==> config.mk <==
export PLATFORM = sky130hd
export DESIGN_NAME = quad_step_decoder_flat
export DESIGN_NICKNAME = d
export VERILOG_FILES = /design/src/rtl/quad_step_decoder_pkg.sv /design/src/rtl/quad_step_decoder_if.sv /design/src/rtl/quad_step_decoder_sync_ff.sv /design/src/rtl/quad_step_decoder.sv /design/src/flat_wrapper.sv
export SDC_FILE = /design/constraint.sdc
export NUM_CORES = 1
export LEC_CHECK = 0
export BUFFER_PORTS_ARGS = -buffer_cell sky130_fd_sc_hd__buf_2
export CAP_MARGIN = 40
export CORE_MARGIN = 3
export CORE_UTILIZATION = 54
export CTS_CLUSTER_DIAMETER = 40
export DETAILED_ROUTE_END_ITERATION = 8
export PLACE_DENSITY_LB_ADDON = 0.2
export SYNTH_ARGS = -nofsm -noshare
export SYNTH_HDL_FRONTEND = slang
export SYNTH_HIERARCHICAL = 1
export SYNTH_SLANG_ARGS = --single-unit
==> constraint.sdc <==
create_clock -name clk -period 2.2 [get_ports clk]
set_input_delay 0.22 -clock clk [delete_from_list [all_inputs] [get_ports clk]]
set_output_delay 0.22 -clock clk [all_outputs]
set_load 0.02 [all_outputs]
==> src/rtl/quad_step_decoder_pkg.sv <==
// quad_pkg: Gray phase encodings, quadrature delta decode and LED stretch width for quad_step_decoder.
package quad_pkg;
   localparam logic [1:0] PH_00 = 2'b00;
   localparam logic [1:0] PH_10 = 2'b10;
   localparam logic [1:0] PH_11 = 2'b11;
   localparam logic [1:0] PH_01 = 2'b01;
   localparam int LED_STRETCH_W = 22;
   typedef enum logic [1:0] {D_IDLE, D_CW, D_CCW, D_ILLEGAL} quad_delta_t;
   function automatic logic [1:0] gray_idx(input logic [1:0] ph);
      return {ph[0], ph[1] ^ ph[0]};
   endfunction
   function automatic quad_delta_t quad_delta(input logic [1:0] prev, input logic [1:0] cur);
      logic [1:0] d;
      d = gray_idx(cur) - gray_idx(prev);
      return d == 2'd0 ? D_IDLE : d == 2'd1 ? D_CW : d == 2'd3 ? D_CCW : D_ILLEGAL;
   endfunction
endpackage

==> src/rtl/quad_step_decoder_if.sv <==
// quad_step_decoder_if: encoder inputs and decoded position/status outputs of quad_step_decoder.
interface quad_step_decoder_if #(parameter int POS_W = 5, parameter int ERR_W = 8);
   logic A, B, BTN;
   logic [POS_W-1:0] pos;
   logic dir, step, err;
   logic [ERR_W-1:0] err_cnt;
   logic [1:0] LED;
   modport master(output A, B, BTN, input pos, dir, step, err, err_cnt, LED);
   modport slave(input A, B, BTN, output pos, dir, step, err, err_cnt, LED);
endinterface

==> src/rtl/quad_step_decoder_sync_ff.sv <==
// sync_ff: multi-stage synchronizer for one asynchronous bit, async active-low reset to 0.
module sync_ff #(parameter int STAGES = 2) (
   input  logic clk,
   input  logic reset_n,
   input  logic d,
   output logic q
);
   logic [STAGES-1:0] sr;
   always_ff @(posedge clk or negedge reset_n)
      if (!reset_n) sr <= '0;
      else sr <= {sr[STAGES-2:0], d};
   assign q = sr[STAGES-1];
endmodule

==> src/rtl/quad_step_decoder.sv <==
// quad_step_decoder: quadrature decode of synchronized A/B into a wrapped detent position
// with direction, step/error pulses, saturating error count, button clear and stretched LED.
module quad_step_decoder import quad_pkg::*; #(
   parameter int POS_MAX          = 19,
   parameter int POS_W            = 5,
   parameter int STEPS_PER_DETENT = 4,
   parameter int SYNC_STAGES      = 2,
   parameter int ERR_W            = 8
) (
   input logic clk,
   input logic reset_n,
   quad_step_decoder_if.slave bus
);
   localparam int SUB_W = $clog2(STEPS_PER_DETENT) + 1;
   localparam int LED_W = LED_STRETCH_W + 1;
   localparam logic signed [SUB_W-1:0] SUB_TOP = SUB_W'(STEPS_PER_DETENT - 1);
   localparam logic signed [SUB_W-1:0] SUB_BOT = -SUB_TOP;
   localparam logic [POS_W-1:0] POS_TOP = POS_W'(POS_MAX);
   localparam logic [LED_W-1:0] LED_LOAD = LED_W'(1) << LED_STRETCH_W;
   logic s_a, s_b, s_btn, seeded, dir, step, err;
   logic [1:0] cur, prev;
   logic [SYNC_STAGES-1:0] fill;
   logic signed [SUB_W-1:0] sub;
   logic [POS_W-1:0] pos;
   logic [ERR_W-1:0] err_cnt;
   logic [LED_W-1:0] led_cnt;
   quad_delta_t delta;
   sync_ff #(.STAGES(SYNC_STAGES)) u_sync_a   (.clk(clk), .reset_n(reset_n), .d(bus.A),   .q(s_a));
   sync_ff #(.STAGES(SYNC_STAGES)) u_sync_b   (.clk(clk), .reset_n(reset_n), .d(bus.B),   .q(s_b));
   sync_ff #(.STAGES(SYNC_STAGES)) u_sync_btn (.clk(clk), .reset_n(reset_n), .d(bus.BTN), .q(s_btn));
   assign cur   = {s_a, s_b};
   assign delta = quad_delta(prev, cur);
   // fill mirrors the sync chain refill, so the seed is taken from a real post-reset pin sample
   always_ff @(posedge clk or negedge reset_n)
      if (!reset_n) begin
         fill    <= '0;
         seeded  <= 1'b0;
         prev    <= '0;
         sub     <= '0;
         pos     <= '0;
         dir     <= 1'b0;
         step    <= 1'b0;
         err     <= 1'b0;
         err_cnt <= '0;
         led_cnt <= '0;
      end else begin
         fill    <= {fill[SYNC_STAGES-2:0], 1'b1};
         prev    <= cur;
         step    <= 1'b0;
         err     <= 1'b0;
         led_cnt <= led_cnt != '0 ? led_cnt - LED_W'(1) : led_cnt;
         if (!seeded) seeded <= fill[SYNC_STAGES-1];
         else begin
            if (delta == D_ILLEGAL) begin
               err     <= 1'b1;
               err_cnt <= err_cnt != '1 ? err_cnt + ERR_W'(1) : err_cnt;
            end
            if (s_btn) begin
               pos <= '0;
               sub <= '0;
            end else if (delta == D_CW) begin
               if (sub == SUB_TOP) begin
                  sub     <= '0;
                  pos     <= pos == POS_TOP ? '0 : pos + POS_W'(1);
                  dir     <= 1'b1;
                  step    <= 1'b1;
                  led_cnt <= LED_LOAD;
               end else sub <= sub + SUB_W'(1);
            end else if (delta == D_CCW) begin
               if (sub == SUB_BOT) begin
                  sub     <= '0;
                  pos     <= pos == '0 ? POS_TOP : pos - POS_W'(1);
                  dir     <= 1'b0;
                  step    <= 1'b1;
                  led_cnt <= LED_LOAD;
               end else sub <= sub - SUB_W'(1);
            end
         end
      end
   assign bus.pos     = pos;
   assign bus.dir     = dir;
   assign bus.step    = step;
   assign bus.err     = err;
   assign bus.err_cnt = err_cnt;
   assign bus.LED     = {dir, led_cnt != '0};
endmodule

==> src/flat_wrapper.sv <==
// flat-port wrapper written by rule: the top's interface ports become plain ports
module quad_step_decoder_flat import quad_pkg::*;
#(
   parameter int POS_MAX          = 19,
   parameter int POS_W            = 5,
   parameter int STEPS_PER_DETENT = 4,
   parameter int SYNC_STAGES      = 2,
   parameter int ERR_W            = 8
)
  (clk, reset_n, bus_A, bus_B, bus_BTN, bus_pos, bus_dir, bus_step, bus_err, bus_err_cnt, bus_LED);
  quad_step_decoder_if #(.POS_W(POS_W), .ERR_W(ERR_W)) bus_i ();
  input logic clk;
  input logic reset_n;
  input wire logic [$bits(bus_i.A)-1:0] bus_A;
  input wire logic [$bits(bus_i.B)-1:0] bus_B;
  input wire logic [$bits(bus_i.BTN)-1:0] bus_BTN;
  output wire logic [$bits(bus_i.pos)-1:0] bus_pos;
  output wire logic [$bits(bus_i.dir)-1:0] bus_dir;
  output wire logic [$bits(bus_i.step)-1:0] bus_step;
  output wire logic [$bits(bus_i.err)-1:0] bus_err;
  output wire logic [$bits(bus_i.err_cnt)-1:0] bus_err_cnt;
  output wire logic [$bits(bus_i.LED)-1:0] bus_LED;
  assign bus_i.A = bus_A;
  assign bus_i.B = bus_B;
  assign bus_i.BTN = bus_BTN;
  assign bus_pos = bus_i.pos;
  assign bus_dir = bus_i.dir;
  assign bus_step = bus_i.step;
  assign bus_err = bus_i.err;
  assign bus_err_cnt = bus_i.err_cnt;
  assign bus_LED = bus_i.LED;
  quad_step_decoder #(.POS_MAX(POS_MAX), .POS_W(POS_W), .STEPS_PER_DETENT(STEPS_PER_DETENT), .SYNC_STAGES(SYNC_STAGES), .ERR_W(ERR_W)) u_core (.clk(clk), .reset_n(reset_n), .bus(bus_i));
endmodule
After elaboration in Yosys (flattened, before gate mapping)
Index checks and enable logic that the tools add are counted.

Bits in registers: 53. Input port bits: 5. Output and inout bits: 18. Logic and storage cells: 80.

Add/sub/neg operators: 7. Equality and inequality tests: 11. Multiplexer cells: 35. Bitwise logic cells: 3. Reduce and logical (&&, ||, !) cells: 11.

Operators by type and width (count): 23-bit two-way mux (7); 5-bit two-way mux (7); 23-bit nonzero test (1); 23-bit by 1-bit subtractor with 23-bit output (second input constant) (1); 3-bit two-way mux (5); 1-bit two-way mux (14); 8-bit by 1-bit adder with 8-bit output (second input constant) (1); 8-bit inequality test (second input constant) (1); 2-bit equality test (second input constant) (3); 3-bit equality test (second input constant) (2); 3-bit nonzero test (2); 5-bit by 1-bit adder with 5-bit output (second input constant) (1); 5-bit equality test (second input constant) (1); 5-bit zero test (1); 5-bit AND reduction (1); 5-bit by 1-bit subtractor with 5-bit output (second input constant) (1); 2-bit by 1-bit equality test with 1-bit output (second input constant) (2); 2-bit two-way mux (2); 4-bit AND reduction (1); 2-bit nonzero test (2); 3-bit by 2-bit adder with 3-bit output (second input constant) (1); 3-bit inequality test (second input constant) (1); 3-bit AND reduction (1); 3-bit by 2-bit subtractor with 3-bit output (second input constant) (1); other kinds (6) (7).

Logic depth before layout (Yosys ltp)
Depth in word-level cells: 11. Gate-level depth with buffers: 8. Depth with buffers taken out: 8.

Cells and area by module
Netlist, hierarchy kept.

By module, submodules not included: quad_step_decoder (times used 1, cells each 268, area an instance 2665.1 sq um, seq. area each 1176.1 sq um); sync_ff (times used 3, cells each 2, area an instance 50.0 sq um, seq. area each 50.0 sq um).

Worst setup path before layout
No wires, ideal clock.

Path kind: register to register. Start: reg u_core.prev[0]. End: reg u_core.led_cnt[10]. Library setup time: 132 ps. Data arrival time: 2117 ps. Data required time: 2068 ps. Setup slack: -49 ps. Cell stages (with the launch flop): 9. Buffers on the path: 1. Period minus slack after synthesis: 2249 ps. Path through: dfrtp_1 > xor2_1 > ha_1 > or3b_2 > mux2i_1 > nand2_1 > inv_1 > clkbuf_1 > nor2_1.

Word-level cells in the longest chain between the ends: 11. Elaborated cells between the ends (all ways): 14. Classes of those cells: 1 x add/sub; 4 x eq/ne; 7 x mux; 1 x bitwise; 1 x reduce/logical.

Ends and longest elaborated chain: start, declared (line quad_step_decoder.sv:21) `logic [1:0] cur, prev;`; start signal, assigned (line quad_step_decoder.sv:48) `prev <= cur;`; 1-bit bitwise XOR (line quad_step_decoder_pkg.sv:10) `return {ph[0], ph[1] ^ ph[0]};`; 2-bit subtractor * (line quad_step_decoder_pkg.sv:14) `d = gray_idx(cur) - gray_idx(prev);`; 2-bit equality test (line quad_step_decoder_pkg.sv:15) `return d == 2'd0 ? D_IDLE : d == 2'd1 ? D_CW : d == 2'd3 ? D_CCW : D_ILLEGAL;`; 1-bit two-way mux (line quad_step_decoder_pkg.sv:15); 2-bit two-way mux (line quad_step_decoder_pkg.sv:15); 2-bit two-way mux * (line quad_step_decoder_pkg.sv:15); 2-bit equality test (line quad_step_decoder.sv:69) `end else if (delta == D_CCW) begin`; 23-bit two-way mux (line quad_step_decoder.sv:69); 23-bit two-way mux * (line quad_step_decoder.sv:61) `end else if (delta == D_CW) begin`; 23-bit two-way mux * (line quad_step_decoder.sv:58) `if (s_btn) begin`; 23-bit two-way mux * (line quad_step_decoder.sv:52) `if (!seeded) seeded <= fill[SYNC_STAGES-1];`; end signal, assigned (line quad_step_decoder.sv:51) `led_cnt <= led_cnt != '0 ? led_cnt - LED_W'(1) : led_cnt;`; end, declared (line quad_step_decoder.sv:26) `logic [LED_W-1:0] led_cnt;`.

Mark *: on every way between the ends. The rest lies on a longest branch, timed or not. A chain may end at the register's enable or synchronous reset.

Worst setup path in the final report
Start: reg u_core.led_cnt[13]. End: out bus_LED[0].

Word-level cells in the longest chain between the ends: 1.

Ends and longest elaborated chain: 23-bit nonzero test (line quad_step_decoder.sv:85) `assign bus.LED = {dir, led_cnt != '0};`; end, declared (line flat_wrapper.sv:22) `output wire logic [$bits(bus_i.LED)-1:0] bus_LED;`.

No other way between the ends.

==> metrics.txt <==
# TYPE chip_impl_metric gauge
chip_impl_info{name="status",value="finished with violations"} 1
chip_impl_info{name="violations_in_the_final_reports",value="negative setup slack"} 1
chip_impl_info{name="yosys-top-cells-area",value="sky130_fd_sc_hd__dfrtp_1 47%, sky130_fd_sc_hd__xnor2_1 4.0%, sky130_fd_sc_hd__ha_1 4.0%, sky130_fd_sc_hd__o21ai_0 3.4%, sky130_fd_sc_hd__nor2_1 2.9%"} 1
chip_impl_info{name="cp-end-kind",value="output port"} 1
chip_impl_metric{name="area_of_the_mapped_netlist",unit="µm²"} 2820
chip_impl_metric{name="dp_slack",unit="ps"} -17.0
chip_impl_metric{name="dieArea",unit="µm²"} 6120
chip_impl_metric{name="synth_seq_area_share",unit="%"} 47.1
chip_impl_info{name="worst_r2r_endpoint",value="u_core/led_cnt[15]"} 1
chip_impl_info{name="capture_point_of_the_critical_path",value="bus_LED[0]"} 1
chip_impl_metric{name="post_synth_inst_count",unit=""} 274
chip_impl_metric{name="place_congestion",unit=""} 0.928
chip_impl_info{name="critical_path_start_type",value="register"} 1
chip_impl_metric{name="dr_total_vias",unit=""} 2257
chip_impl_metric{name="worstPathRequired",unit="ps"} 1980
chip_impl_metric{name="drt.antenna.violating_nets",unit=""} 0
chip_impl_metric{name="coreArea",unit="µm²"} 4880
chip_impl_metric{name="ioPinCount",unit=""} 23
chip_impl_metric{name="finalHoldViolations",unit=""} 0
chip_impl_metric{name="placed_area",unit="µm²"} 3210
chip_impl_metric{name="achievable-frequency",unit="GHz"} 0.440
chip_impl_info{name="grt_setup_unrepaired",value="true"} 1
chip_impl_metric{name="max_cap_violations",unit=""} 0
chip_impl_metric{name="layout.cell_area.non_filler",unit="µm²"} 3460
chip_impl_metric{name="reg2reg_slack",unit="ps"} 20
chip_impl_metric{name="synth_enable_flop_cells",unit=""} 0
chip_impl_metric{name="grt_pass1_wl",unit="µm"} 9820
chip_impl_metric{name="clk_pin_slew_worst_paths",unit="ps"} 80
chip_impl_metric{name="final_layout_size_suffix_gt1_share",unit="%"} 29.7
chip_impl_info{name="crit_path_start",value="u_core/led_cnt[13]"} 1
chip_impl_metric{name="finalCritPeriodShare",unit="%"} 103
chip_impl_metric{name="final_core_util",unit="%"} 71.0
chip_impl_info{name="synth_top_flop_cell",value="sky130_fd_sc_hd__dfrtp_1"} 1
chip_impl_metric{name="cts_max_path_buffers",unit=""} 2
chip_impl_metric{name="design_power_total",unit="µW"} 3730
chip_impl_metric{name="worst_slew_pin_slew",unit="ps"} 569
chip_impl_metric{name="setup_viol",unit=""} 1
chip_impl_metric{name="grt_pass1_vias",unit=""} 2123
chip_impl_metric{name="fp.dieW",unit="µm"} 78.2
chip_impl_metric{name="ys.warnings.count",unit=""} 6
chip_impl_metric{name="antennaDiodeCount",unit=""} 0
chip_impl_metric{name="layout_overhead_on_the_synthesized_area",unit="%"} 23.1
chip_impl_metric{name="pwr_density_cell",unit="nW/µm²"} 1080
chip_impl_metric{name="grt_overflow_total",unit=""} 0
chip_impl_metric{name="layout_setup_ws",unit="ps"} -71.8
chip_impl_info{name="top_signal_layer_used",value="met4"} 1
chip_impl_metric{name="synth-seq-cells",unit=""} 53
chip_impl_metric{name="cts.sink_count",unit=""} 53
chip_impl_metric{name="finish.net_count",unit=""} 351
chip_impl_info{name="most-common-layout-cells",value="52 x sky130_fd_sc_hd__dfrtp_1, 35 x sky130_fd_sc_hd__buf_4, 22 x sky130_fd_sc_hd__nor2_1, 21 x sky130_fd_sc_hd__buf_2, 18 x sky130_fd_sc_hd__nand2_1"} 1
chip_impl_metric{name="clock_latency",unit="ps"} 290
chip_impl_metric{name="worst-r2r-cell-count",unit=""} 5
chip_impl_metric{name="antenna_found_initial",unit=""} 0
chip_impl_metric{name="met2_length",unit="µm"} 2790
chip_impl_metric{name="detail_route.wl_per_cell",unit="µm"} 14.9
chip_impl_info{name="root_buffer",value="sky130_fd_sc_hd__clkbuf_8"} 1
chip_impl_metric{name="gr-usage-all-layers",unit="%"} 20.2
chip_impl_metric{name="average_cell_area_after_synthesis",unit="µm²"} 10.3
chip_impl_metric{name="syn_nets",unit=""} 288
chip_impl_metric{name="route.met3.wl",unit="µm"} 332
chip_impl_metric{name="detailedPlacementHpwl",unit="µm"} 4100
chip_impl_metric{name="place.port_buffers",unit=""} 22
chip_impl_info{name="crit-reg2reg-launch",value="u_core/led_cnt[5]"} 1
chip_impl_metric{name="htree_num_levels",unit=""} 2
chip_impl_metric{name="ir_worst_vdd",unit="V"} 0.000805
chip_impl_metric{name="m1WireLength",unit="µm"} 2870
chip_impl_metric{name="async_flop_share",unit="%"} 100
chip_impl_metric{name="drc",unit=""} 0
chip_impl_metric{name="std_cell_rows",unit=""} 25
chip_impl_metric{name="fin_tns_setup",unit="ps"} -71.8
chip_impl_metric{name="max-slew-margin-rel",unit="%"} 62.0
chip_impl_metric{name="numCtsBuffers",unit=""} 5
chip_impl_metric{name="detail_route.iter0.violations",unit=""} 165
chip_impl_metric{name="synth_top_cell_area_share",unit="%"} 47.1
chip_impl_metric{name="final.setup_skew",unit="ps"} 6.57
chip_impl_metric{name="largest_fanout_on_the_critical_path",unit=""} 2
chip_impl_info{name="yosys.area.top_type",value="sky130_fd_sc_hd__dfrtp_1"} 1
chip_impl_metric{name="dr.pass1.iters",unit=""} 4
chip_impl_metric{name="post_synth_num_cell_types",unit=""} 59
chip_impl_info{name="hold_path_class",value="in -> reg"} 1
chip_impl_metric{name="period_minus_slack",unit="ps"} 2270
chip_impl_metric{name="reported_leakage_power",unit="µW"} 0.00159
chip_impl_metric{name="start_util",unit="%"} 57.7
chip_impl_info{name="layout_commonest_cell",value="sky130_fd_sc_hd__dfrtp_1"} 1
chip_impl_metric{name="critical_path_arrival",unit="ps"} 2050
chip_impl_metric{name="final_max_slew_viol_count",unit=""} 0
chip_impl_info{name="crit_path_category",value="reg -> out"} 1
chip_impl_info{name="cts_tree",value="built"} 1
chip_impl_metric{name="routed_wirelength",unit="µm"} 6040
chip_impl_metric{name="viasPerCell",unit=""} 5.59
chip_impl_metric{name="chipHeight",unit="µm"} 78.2
chip_impl_metric{name="largest_net_degree_at_the_start_of_global_routing",unit=""} 54
synth_stat cells (all sizes together), types with 2 or more instances:
cell type and count:
nor4 4, xnor2 13, a211o 2, mux2i 3, a31oi 2, a22o 2, and3 7, inv 15
or2 2, buf 3, nand2 18, xor2 8, or4b 3, or3b 2, nor3 11, a21oi 16
o41ai 5, nand3 7, mux2 2, dfrtp 53, o21ai 20, a211oi 3, nand3b 3, or4 5
nor2 23, or3 3, clkbuf 4, nand2b 2, o211ai 2, nand4 6, ha 9
power breakdown:
| part | total (µW) | leakage (µW) | switching, µW | internal (µW) |
|---|---|---|---|---|
| clock network | 534 | 0.0000443 | 283 | 250 |
| logic | 1580 | 0.000879 | 789 | 789 |
| registers | 1620 | 0.000662 | 349 | 1270 |
| total | 3730 | 0.00159 | 1420 | 2310 |
how the worst min path moves through the flow:
stage	startpoint	end	cells past startpoint
2_1_floorplan	reset_n	u_core/bus.dir	0
3_3_place_gp	reset_n	u_core/bus.pos[1]	2
3_5_place_dp	reset_n	u_core/bus.pos[4]	2
4_1_cts	bus_BTN	u_core/u_sync_btn/sr[0]	1
5_1_grt	bus_BTN	u_core/u_sync_btn/sr[0]	1
6_report	bus_BTN	u_core/u_sync_btn/sr[0]	1
per-stage QoR:
stage	std cells	hold slack [ps]
3_5_place_dp	386	238
6_report	404	29.5
3_3_place_gp	386	237
4_1_cts	397	18.1
2_1_floorplan	274	-75.6
5_1_grt	404	10.8
metal layers:
layer / vias up / track usage [%]
met5: - / 0
met4: 0 / 4.90
met3: 4 / 3.67
met2: 60 / 31.9
met1: 1088 / 28.9
li1: 1105 / -
state kept, by name (all words and copies together) (netlist names):
| register | cells |
|---|---|
| u_core/bus.dir | 1 |
| u_core/fill | 2 |
| u_core/bus.err | 1 |
| u_core/u_sync_b/sr | 2 |
| u_core/bus.step | 1 |
| u_core/bus.err_cnt | 8 |
| u_core/u_sync_a/sr | 2 |
| u_core/prev | 2 |
| u_core/u_sync_btn/sr | 2 |
| u_core/sub | 3 |
| u_core/led_cnt | 23 |
| u_core/seeded | 1 |
| u_core/bus.pos | 5 |
kinds of logic (layout without fill, tap and decap cells):
logic type | after synthesis | after routing | synth area share, %
buffers and inverters | 22 | 85 | 3.60
XOR/XNOR | 23 | 23 | 8.18
other | 1 | 1 | 0.133
adder cells (fa/ha/maj) | 9 | 9 | 4.00
multiplexers | 5 | 5 | 1.87
AND/OR/NAND/NOR | 101 | 101 | 21.9
flip-flops | 53 | 53 | 47.1
AO/OA/AOI/OAI | 60 | 60 | 13.2
worst max-delay path: stages (launching register included):
cell and delay (ps):
sky130_fd_sc_hd__dfrtp_1 380, sky130_fd_sc_hd__or4_4 540, sky130_fd_sc_hd__or4_4 540, sky130_fd_sc_hd__nor2_8 130
sky130_fd_sc_hd__inv_4 40, sky130_fd_sc_hd__buf_6 120
area by class of cell:
| type | count | area [µm²] |
|---|---|---|
| Inverter | 15 | 58.8 |
| Timing Repair Buffer | 63 | 463 |
| Fill cell | 363 | 1420 |
| Sequential cell | 53 | 1330 |
| Multi-Input combinational cell | 199 | 1450 |
| Tap cell | 67 | 83.8 |
| Clock buffer | 7 | 86.3 |
what timing repair did:
action                                  CTS  global route
gates cloned                              0             1
pin swaps                                 3             7
endpoints found under the setup margin    3            24
endpoints found under the hold margin    53             0
resized for setup                         7            19
buffers inserted                          3             6
hold buffers                              1             0
No activity file was read; power rests on OpenSTA's default activity.
